**config.mk**
```make
export PLATFORM = sky130hd
export DESIGN_NAME = oserdes_tx_scheduler
export DESIGN_NICKNAME = d
export VERILOG_FILES = /design/src/rtl/oserdes_link_pkg.sv /design/src/rtl/rr_arbiter.sv /design/src/rtl/oserdes_tx_scheduler.sv
export SDC_FILE = /design/constraint.sdc
export NUM_CORES = 1
export LEC_CHECK = 0
export CAP_MARGIN = 20
export CORE_MARGIN = 3
export CORE_UTILIZATION = 50
export CTS_CLUSTER_SIZE = 12
export DETAILED_ROUTE_END_ITERATION = 7
export PLACE_DENSITY_LB_ADDON = 0.1
export RECOVER_POWER = 25
export SLEW_MARGIN = 5
export SYNTH_ARGS = -nofsm -noshare
export SYNTH_HDL_FRONTEND = slang
export SYNTH_HIERARCHICAL = 1
export SYNTH_SLANG_ARGS = --single-unit
```
**constraint.sdc**
```tcl
create_clock -name clk_div_in -period 2.8 [get_ports clk_div_in]
set_input_delay 0.84 -clock clk_div_in [delete_from_list [all_inputs] [get_ports clk_div_in]]
set_output_delay 0.84 -clock clk_div_in [all_outputs]
set_load 0.03 [all_outputs]
```
**src/rtl/oserdes_link_pkg.sv**
```systemverilog
// -----------------------------------------------------------------------------
// oserdes_link_pkg
// Shared definitions for the 8:1 transmit serializer scheduler.
//   link_state_e : link FSM states (settle, training, idle, in-packet data)
//   Def*Word     : default control words placed on the serializer input
//   id_width()   : width of a requester index for a given requester count
// -----------------------------------------------------------------------------
package oserdes_link_pkg;

    typedef enum logic [1:0] {
        StSettle,
        StTrain,
        StIdle,
        StData
    } link_state_e;

    localparam logic [7:0] DefTrainWord = 8'h0F;
    localparam logic [7:0] DefIdleWord  = 8'hBC;
    localparam logic [7:0] DefSofWord   = 8'hFB;
    localparam logic [7:0] DefFillWord  = 8'h7C;
    localparam logic [7:0] SettleWord   = 8'h00;

    // Width of a requester index; a single requester still needs one bit.
    function automatic int unsigned id_width(input int unsigned num_req);
        return (num_req > 1) ? $clog2(num_req) : 1;
    endfunction

endpackage

```
**src/rtl/rr_arbiter.sv**
```systemverilog
// -----------------------------------------------------------------------------
// rr_arbiter
// Combinational round-robin pick among NUM_REQ requesters. The search starts at
// `pointer` and moves upward with wrap-around; the first valid requester wins.
//   req_valid : per-requester request
//   pointer   : highest-priority requester index for this decision
//   winner    : index of the chosen requester (0 when none is valid)
//   any_valid : at least one requester is valid
// -----------------------------------------------------------------------------
module rr_arbiter
    import oserdes_link_pkg::*;
#(
    parameter int unsigned NUM_REQ = 2,
    localparam int unsigned IdW = id_width(NUM_REQ)
) (
    input  logic [NUM_REQ-1:0] req_valid,
    input  logic [IdW-1:0]     pointer,
    output logic [IdW-1:0]     winner,
    output logic               any_valid
);

    localparam int unsigned SumW = IdW + 1;
    localparam logic [IdW:0] NumReqW = NUM_REQ[IdW:0];

    logic [2*NUM_REQ-1:0] doubled;
    logic [NUM_REQ-1:0]   rotated;

    // Rotate so that bit 0 of `rotated` is the requester at `pointer`.
    assign doubled = {req_valid, req_valid};
    assign rotated = NUM_REQ'(doubled >> pointer);

    always_comb begin
        logic [IdW:0] sum;
        winner    = '0;
        any_valid = 1'b0;
        sum       = '0;
        for (int unsigned k = 0; k < NUM_REQ; k++) begin
            if (!any_valid && rotated[k]) begin
                any_valid = 1'b1;
                // Map the rotated position back to an absolute index.
                sum = {1'b0, pointer} + SumW'(k);
                if (sum >= NumReqW) begin
                    sum = sum - NumReqW;
                end
                winner = sum[IdW-1:0];
            end
        end
    end

endmodule

```
**src/rtl/oserdes_tx_scheduler.sv**
```systemverilog
// -----------------------------------------------------------------------------
// oserdes_tx_scheduler
// Word-rate controller in front of the 8:1 transmit serializer. After reset the
// link is held at 0x00 for SETTLE_CYCLES words, then TRAIN_WORDS training words
// are sent and link_up rises with the first idle word. Afterwards requester
// packets are framed (SOF + payload) and interleaved round-robin, with idle
// words between packets and fill words whenever the owner stalls mid-packet.
//
// Ports:
//   clk_div_in           : word-rate clock shared with the serializer
//   io_reset             : asynchronous active-high reset
//   req_valid/data/last  : per-requester stream, requester i at data[8i+7:8i]
//   req_ready            : per-requester accept (only the packet owner in DATA)
//   retrain              : pulse; training is rerun at the next idle point
//   data_out_from_device : registered parallel word to the serializer
//   link_up              : high once training has completed
//   active_id            : current or most recently granted requester
// -----------------------------------------------------------------------------
module oserdes_tx_scheduler
    import oserdes_link_pkg::*;
#(
    parameter int unsigned NUM_REQ       = 2,
    parameter int unsigned SETTLE_CYCLES = 4,
    parameter int unsigned TRAIN_WORDS   = 16,
    parameter logic [7:0]  TRAIN_WORD    = DefTrainWord,
    parameter logic [7:0]  IDLE_WORD     = DefIdleWord,
    parameter logic [7:0]  SOF_WORD      = DefSofWord,
    parameter logic [7:0]  FILL_WORD     = DefFillWord,
    localparam int unsigned IdW = id_width(NUM_REQ)
) (
    input  logic                 clk_div_in,
    input  logic                 io_reset,
    input  logic [NUM_REQ-1:0]   req_valid,
    input  logic [NUM_REQ*8-1:0] req_data,
    input  logic [NUM_REQ-1:0]   req_last,
    output logic [NUM_REQ-1:0]   req_ready,
    input  logic                 retrain,
    output logic [7:0]           data_out_from_device,
    output logic                 link_up,
    output logic [IdW-1:0]       active_id
);

    localparam int unsigned CntW = 16;
    localparam int unsigned SumW = IdW + 1;
    localparam logic [CntW-1:0] SettleLast = CntW'(SETTLE_CYCLES - 1);
    localparam logic [CntW-1:0] TrainLast  = CntW'(TRAIN_WORDS - 1);
    localparam logic [IdW:0]    NumReqW    = NUM_REQ[IdW:0];

    link_state_e     state_q, state_d;
    logic [7:0]      word_q, word_d;
    logic            link_q, link_d;
    logic [IdW-1:0]  aid_q, aid_d;
    logic [IdW-1:0]  ptr_q, ptr_d;
    logic [CntW-1:0] cnt_q, cnt_d;
    logic            pend_q, pend_d;

    logic [IdW-1:0]  winner;
    logic            any_valid;
    logic [IdW-1:0]  next_ptr;
    logic [IdW:0]    ptr_sum;
    logic [7:0]      data_arr [NUM_REQ];

    for (genvar g = 0; g < NUM_REQ; g++) begin : g_unpack
        assign data_arr[g] = req_data[8*g +: 8];
    end

    rr_arbiter #(
        .NUM_REQ (NUM_REQ)
    ) u_arb (
        .req_valid (req_valid),
        .pointer   (ptr_q),
        .winner    (winner),
        .any_valid (any_valid)
    );

    // Priority moves to the requester just after the winner.
    always_comb begin
        ptr_sum = {1'b0, winner} + SumW'(1);
        if (ptr_sum == NumReqW) begin
            ptr_sum = '0;
        end
    end
    assign next_ptr = ptr_sum[IdW-1:0];

    always_comb begin
        state_d = state_q;
        word_d  = word_q;
        link_d  = link_q;
        aid_d   = aid_q;
        ptr_d   = ptr_q;
        cnt_d   = cnt_q;
        // A retrain request is remembered until the link can act on it.
        pend_d  = pend_q | retrain;

        unique case (state_q)
            StSettle: begin
                if (cnt_q == SettleLast) begin
                    state_d = StTrain;
                    word_d  = TRAIN_WORD;
                    cnt_d   = '0;
                end else begin
                    word_d  = SettleWord;
                    cnt_d   = cnt_q + CntW'(1);
                end
            end
            StTrain: begin
                if (cnt_q == TrainLast) begin
                    state_d = StIdle;
                    word_d  = IDLE_WORD;
                    link_d  = 1'b1;
                    cnt_d   = '0;
                    // Retrains seen during bring-up/training are already served.
                    pend_d  = 1'b0;
                end else begin
                    word_d  = TRAIN_WORD;
                    cnt_d   = cnt_q + CntW'(1);
                end
            end
            StIdle: begin
                if (pend_q) begin
                    state_d = StTrain;
                    word_d  = TRAIN_WORD;
                    link_d  = 1'b0;
                    cnt_d   = '0;
                    pend_d  = 1'b0;
                end else if (any_valid) begin
                    state_d = StData;
                    word_d  = SOF_WORD;
                    aid_d   = winner;
                    ptr_d   = next_ptr;
                end else begin
                    word_d  = IDLE_WORD;
                end
            end
            StData: begin
                if (req_valid[aid_q]) begin
                    word_d = data_arr[aid_q];
                    if (req_last[aid_q]) begin
                        state_d = StIdle;
                    end
                end else begin
                    // Owner stalled: keep the packet open with filler.
                    word_d = FILL_WORD;
                end
            end
            default: begin
                state_d = StSettle;
            end
        endcase
    end

    // Only the packet owner is accepted, and only while a packet is open.
    always_comb begin
        req_ready = '0;
        if (state_q == StData) begin
            for (int unsigned i = 0; i < NUM_REQ; i++) begin
                req_ready[i] = (aid_q == IdW'(i));
            end
        end
    end

    always_ff @(posedge clk_div_in or posedge io_reset) begin
        if (io_reset) begin
            state_q <= StSettle;
            word_q  <= SettleWord;
            link_q  <= 1'b0;
            aid_q   <= '0;
            ptr_q   <= '0;
            cnt_q   <= '0;
            pend_q  <= 1'b0;
        end else begin
            state_q <= state_d;
            word_q  <= word_d;
            link_q  <= link_d;
            aid_q   <= aid_d;
            ptr_q   <= ptr_d;
            cnt_q   <= cnt_d;
            pend_q  <= pend_d;
        end
    end

    assign data_out_from_device = word_q;
    assign link_up              = link_q;
    assign active_id            = aid_q;

endmodule

```
# Word level (Yosys, flattened, before mapping)
# Index checks and enable logic that the tools add are counted.
# classes
reduce_logical	9
order_cmp	4
n_addsub	5
n_shift	1
n_bitwise	4
eq_ne	12
mux	38
# op_table
operator	count
16-bit two-way mux	3
8-bit two-way mux	6
16-bit case mux with 3 select lines	1
8-bit case mux with 4 select lines	1
16-bit by 1-bit adder with 16-bit output, second input constant	1
16-bit by 2-bit equality test with 1-bit output, second input constant	1
16-bit by 4-bit equality test with 1-bit output, second input constant	1
1-bit two-way mux	15
2-bit two-way mux	7
2-bit inequality test, second input constant	5
2-bit case mux with 4 select lines	1
7-bit two-way mux	1
2-bit equality test, second input constant	3
3-bit AND reduction	2
5-bit AND reduction	1
1-bit by 1-bit adder with 2-bit output, second input constant	2
2-bit greater-or-equal comparator, second input constant	2
4-bit two-way mux	1
1-bit case mux with 2 select lines	2
4-bit by 1-bit >> shifter with 2-bit output	1
3-bit inequality test, second input constant	1
3-bit nonzero test	1
2-bit by 1-bit equality test with 1-bit output, second input constant	1
1-bit by 2-bit greater-or-equal comparator with 1-bit output, second input constant	1
10 further kinds	12
# totals
in_bits	23
word_cells	80
reg_bits	30
output_inout_bits	12

# Longest topological paths before layout
# logic_depth
depth_word	8
depth_mapped	8
ltp_nobuf	7

# By module
# The synthesis kept the hierarchy.
# by_module_without_submodules
mod	seq_area_each_um2	cells_each	instances	area_each_um2
oserdes_tx_scheduler	750.7	179	1	1720.4
rr_arbiter	0.0	3	1	17.5

# Worst setup path after synthesis
# OpenSTA, ideal clock, no wires.
# synth_timing
path_kind	register to output
startpoint	register state_q[1]
endpoint	output port req_ready[0]
path_slack_ns	0.543
path_buffers	1
arrival_ns	1.417
stages_incl_launch_ff	4
required_time_ns	1.960
path_cell_list	dfrtp_1 -> ha_1 -> clkbuf_1 -> nor2b_1
# synth_between
elab_chain_cells	2
# synth_rtl
element	line_no	text
start, declared	oserdes_tx_scheduler.sv:49	link_state_e state_q, state_d;
start signal, assigned	oserdes_tx_scheduler.sv:164	state_q <= StSettle;
start signal, assigned	oserdes_tx_scheduler.sv:172	state_q <= state_d;
2-bit equality test	oserdes_tx_scheduler.sv:155	if (state_q == StData) begin
2-bit two-way mux	oserdes_tx_scheduler.sv:155	
end, declared	oserdes_tx_scheduler.sv:36	output logic [NUM_REQ-1:0] req_ready,
# No other way between the ends.

# Worst setup path after layout
# Same ends and word-level chain as after synthesis.

==> out/results.tsv <==
stage	metric	value	unit
floorplanning	die height	65.0	um
clock_tree	clock latency on the worst-skew pair	0.33	ns
detailed_routing	Iteration-0 DRC Markers	55	
finish	most frequent cells in the layout	34 x clkdlybuf4s50_1, 29 x dfrtp_1, 25 x nand2_1	
synthesis	fraction of registers with async set/reset	1.00	
placed_design	Placed Cells incl. Taps	261	
synthesis	synthesized cell area	0.00174	mm2
finish	share of cells above drive strength 1	0.102	
timing	WHS	0.523	ns
placed_design	Routability Congestion	0.811	
synthesis	Post-Synthesis Cells	182	
clock_tree	H-tree Lvls	2	
critical_path	Reg2Reg Depth	7	
finish	Final nets	254	
pwr	Max rail drop VDD	0.581	mV
synthesis	Most used DFF post-synth	dfrtp_1	
critical_path	crit path DAT	1.82	ns
synthesis	synth unique cells	39	
detailed_routing	final routed DRC violation total	0	
pwr	PwrDens	890	mW/mm2
clock_tree	maximum root-to-sink buffer count	2	
pwr	PnR Total Power	1.97	mW
clock_tree	Worst-path clk slew	0.10	ns
finish	Filler cells	273	
clock_tree	CTS tree	yes	
status	failing checks	max-capacitance violations, max-slew violations	
timing	final hold violation count	0	
placed_design	hpwl dp	2.90	mm
floorplanning	IO Pins	35	
global_routing	total gr overflow	0	
critical_path	critical path peak fanout	9	
pwr	leakage power	0.998	nW
synthesis	Syn Area/Cell	9.55	um2
worst_hold_path	Hold WC Path Type	reg2reg	
finish	commonest non-fill, non-tap cell in the layout	clkdlybuf4s50_1	
finish	Seq. cell area	752	um2
global_routing	vias in the first global route	1444	
global_routing	pin count of the biggest net entering global routing	31	
finish	area of the multi-input gates	948	um2
detailed_routing	wire length per cell	14.3	um
global_routing	gr usage total	0.208	
placed_design	Port Buffers	34	
detailed_routing	post-route antenna net violation count	0	
critical_path	Critical Path Sink Type	output pin	
critical_path	Crit path required time	1.96	ns
clock_tree	# clock sinks	30	
timing	Final Max Slew Viols	31	
clock_tree	Num CTS Buffers	5	
timing	relative slew slack	-0.0662	
job	number of max-cap violations	1	
clock_tree	CTS hold repair buffers	0	
finish	diodes inserted	0	
clock_tree	Post-CTS Setup Inserts	0	
critical_path	critical path type	reg2out	
synthesis	Seq/Total Area, Yosys	0.432	
synthesis	Synth Register Bits	30	
detailed_routing	vias	1473	
synthesis	Yosys Warn Count	6	
detailed_routing	WL final	3.85	mm
synthesis	EDFF count, synth	0	
timing	Tcrit/Tclk final	0.952	
timing	Fin Clk Skew	0.0108	ns
status	status	finished with violations	
timing	max frequency	375	MHz
timing	Fin Setup TNS	0	ns
floorplanning	initial core utilization	0.547	
timing	final setup vio count	0	
clock_tree	Root Driver	clkbuf_4	
global_routing	initial antenna violation count	0	
floorplanning	row cnt	20	
finish	Layout Cells excl Fill	269	
timing	RSZ-0062 raised after global routing	no	
critical_path	startpoint types	flip-flop	
worst_hold_path	WHS Path Cells	2	
synthesis	Synth Net Count	212	
finish	Synth-to-Final Area Change	27.3	%
detailed_routing	vias per cell	5.48	
floorplanning	DIE AREA	0.00422	mm2
timing	fin crit period	2.66	ns
timing	worst slew pin tran	1.60	ns
global_routing	first-pass GRT wire length	6.73	mm
detailed_routing	Initial DRT Pass Iterations	4	
floorplanning	core area	0.00318	mm2
floorplanning	Die Width	65.0	um
## routing by layer
| metal | track usage | routed length [um] | vias up |
|---|---|---|---|
| met5 | 0 | 0 | - |
| met4 | 0.0712 | 55 | 0 |
| met3 | 0.0693 | 225 | 7 |
| li1 | - | - | 728 |
| met1 | 0.271 | 1790 | 705 |
| met2 | 0.322 | 1770 | 33 |
## final cells by class
class / instances / share of cell area
clock buffers: 7 / 0.0249
clock inverters: 1 / 0.00226
inverters: 6 / 0.0102
multi-input cells: 142 / 0.429
flip-flops and latches: 30 / 0.340
well taps: 44 / 0.0249
repair buffers: 39 / 0.169
## synth_stat cells, drive strengths merged, types with 4 or more instances
master   n  area [um2]
xor2    11        96.3
mux2     7        82.6
a31oi    4        25.0
ha       7        87.6
nor2    22        82.6
nand3    9        45.0
nand2   25        93.8
nand4    6        37.5
nor2b    4        25.0
inv      6        22.5
dfrtp   30         751
o21ai    9        45.0
## timing repair
item / in CTS / in global routing
endpoints found under the setup margin: 0 / 2
hold endpoints to repair: 0 / 0
gates resized for setup: 0 / 1
## registers in the layout, summed over array words and instances (netlist names)
signal and cells:
active_id 1, state_q 2, pend_q 1, cnt_q 16, ptr_q 1, data_out_from_device 8
link_up 1
## critical path, stage by stage, from the launching register on
cell and delay, ns:
dfrtp_2 0.46, ha_1 0.23, nor2b_1 0.14, clkdlybuf4s50_1 0.67
## power by group
| part | internal (mW) | total (mW) | switching, mW |
|---|---|---|---|
| combinational | 0.455 | 1.06 | 0.609 |
| sequential | 0.548 | 0.635 | 0.0871 |
| clock | 0.122 | 0.271 | 0.149 |
| total | 1.12 | 1.97 | 0.845 |
## final timing paths
check | from | end | slack [ns]
hold reg to reg | cnt_q[1] | cnt_q[1] | 0.52
setup / recovery | state_q[1] | req_ready[0] | 0.14
setup reg to reg | state_q[0] | cnt_q[14] | 0.70
max in group asynchronous | io_reset | state_q[1] | 0.39
hold / removal | cnt_q[1] | cnt_q[1] | 0.52
min in group asynchronous | io_reset | data_out_from_device[1] | 1.38
## kinds of logic (layout without fill, tap and decap cells)
logic type,count (synthesis),in the layout,share of synthesized area
multiplexers,10,10,0.0648
AND/OR/NAND/NOR,85,85,0.261
AO/OA/AOI/OAI,28,28,0.109
flip-flops,30,30,0.432
adder cells (fa/ha/maj),7,7,0.0504
buffers and inverters,10,53,0.0223
XOR/XNOR,12,12,0.0605
## through the flow
| stage | area [um2] | worst slack, ns | utilization |
|---|---|---|---|
| after CTS | 2210 | 0.0358 | 0.697 |
| after global placement | 2150 | 0.342 | 0.678 |
| after floorplan | 1740 | 0.543 | - |
| after global routing | 2210 | 0.0508 | 0.696 |
| final | 2210 | 0.136 | 0.696 |
| after detailed placement | 2150 | 0.241 | 0.678 |
Power figures use the tool's default switching activity.
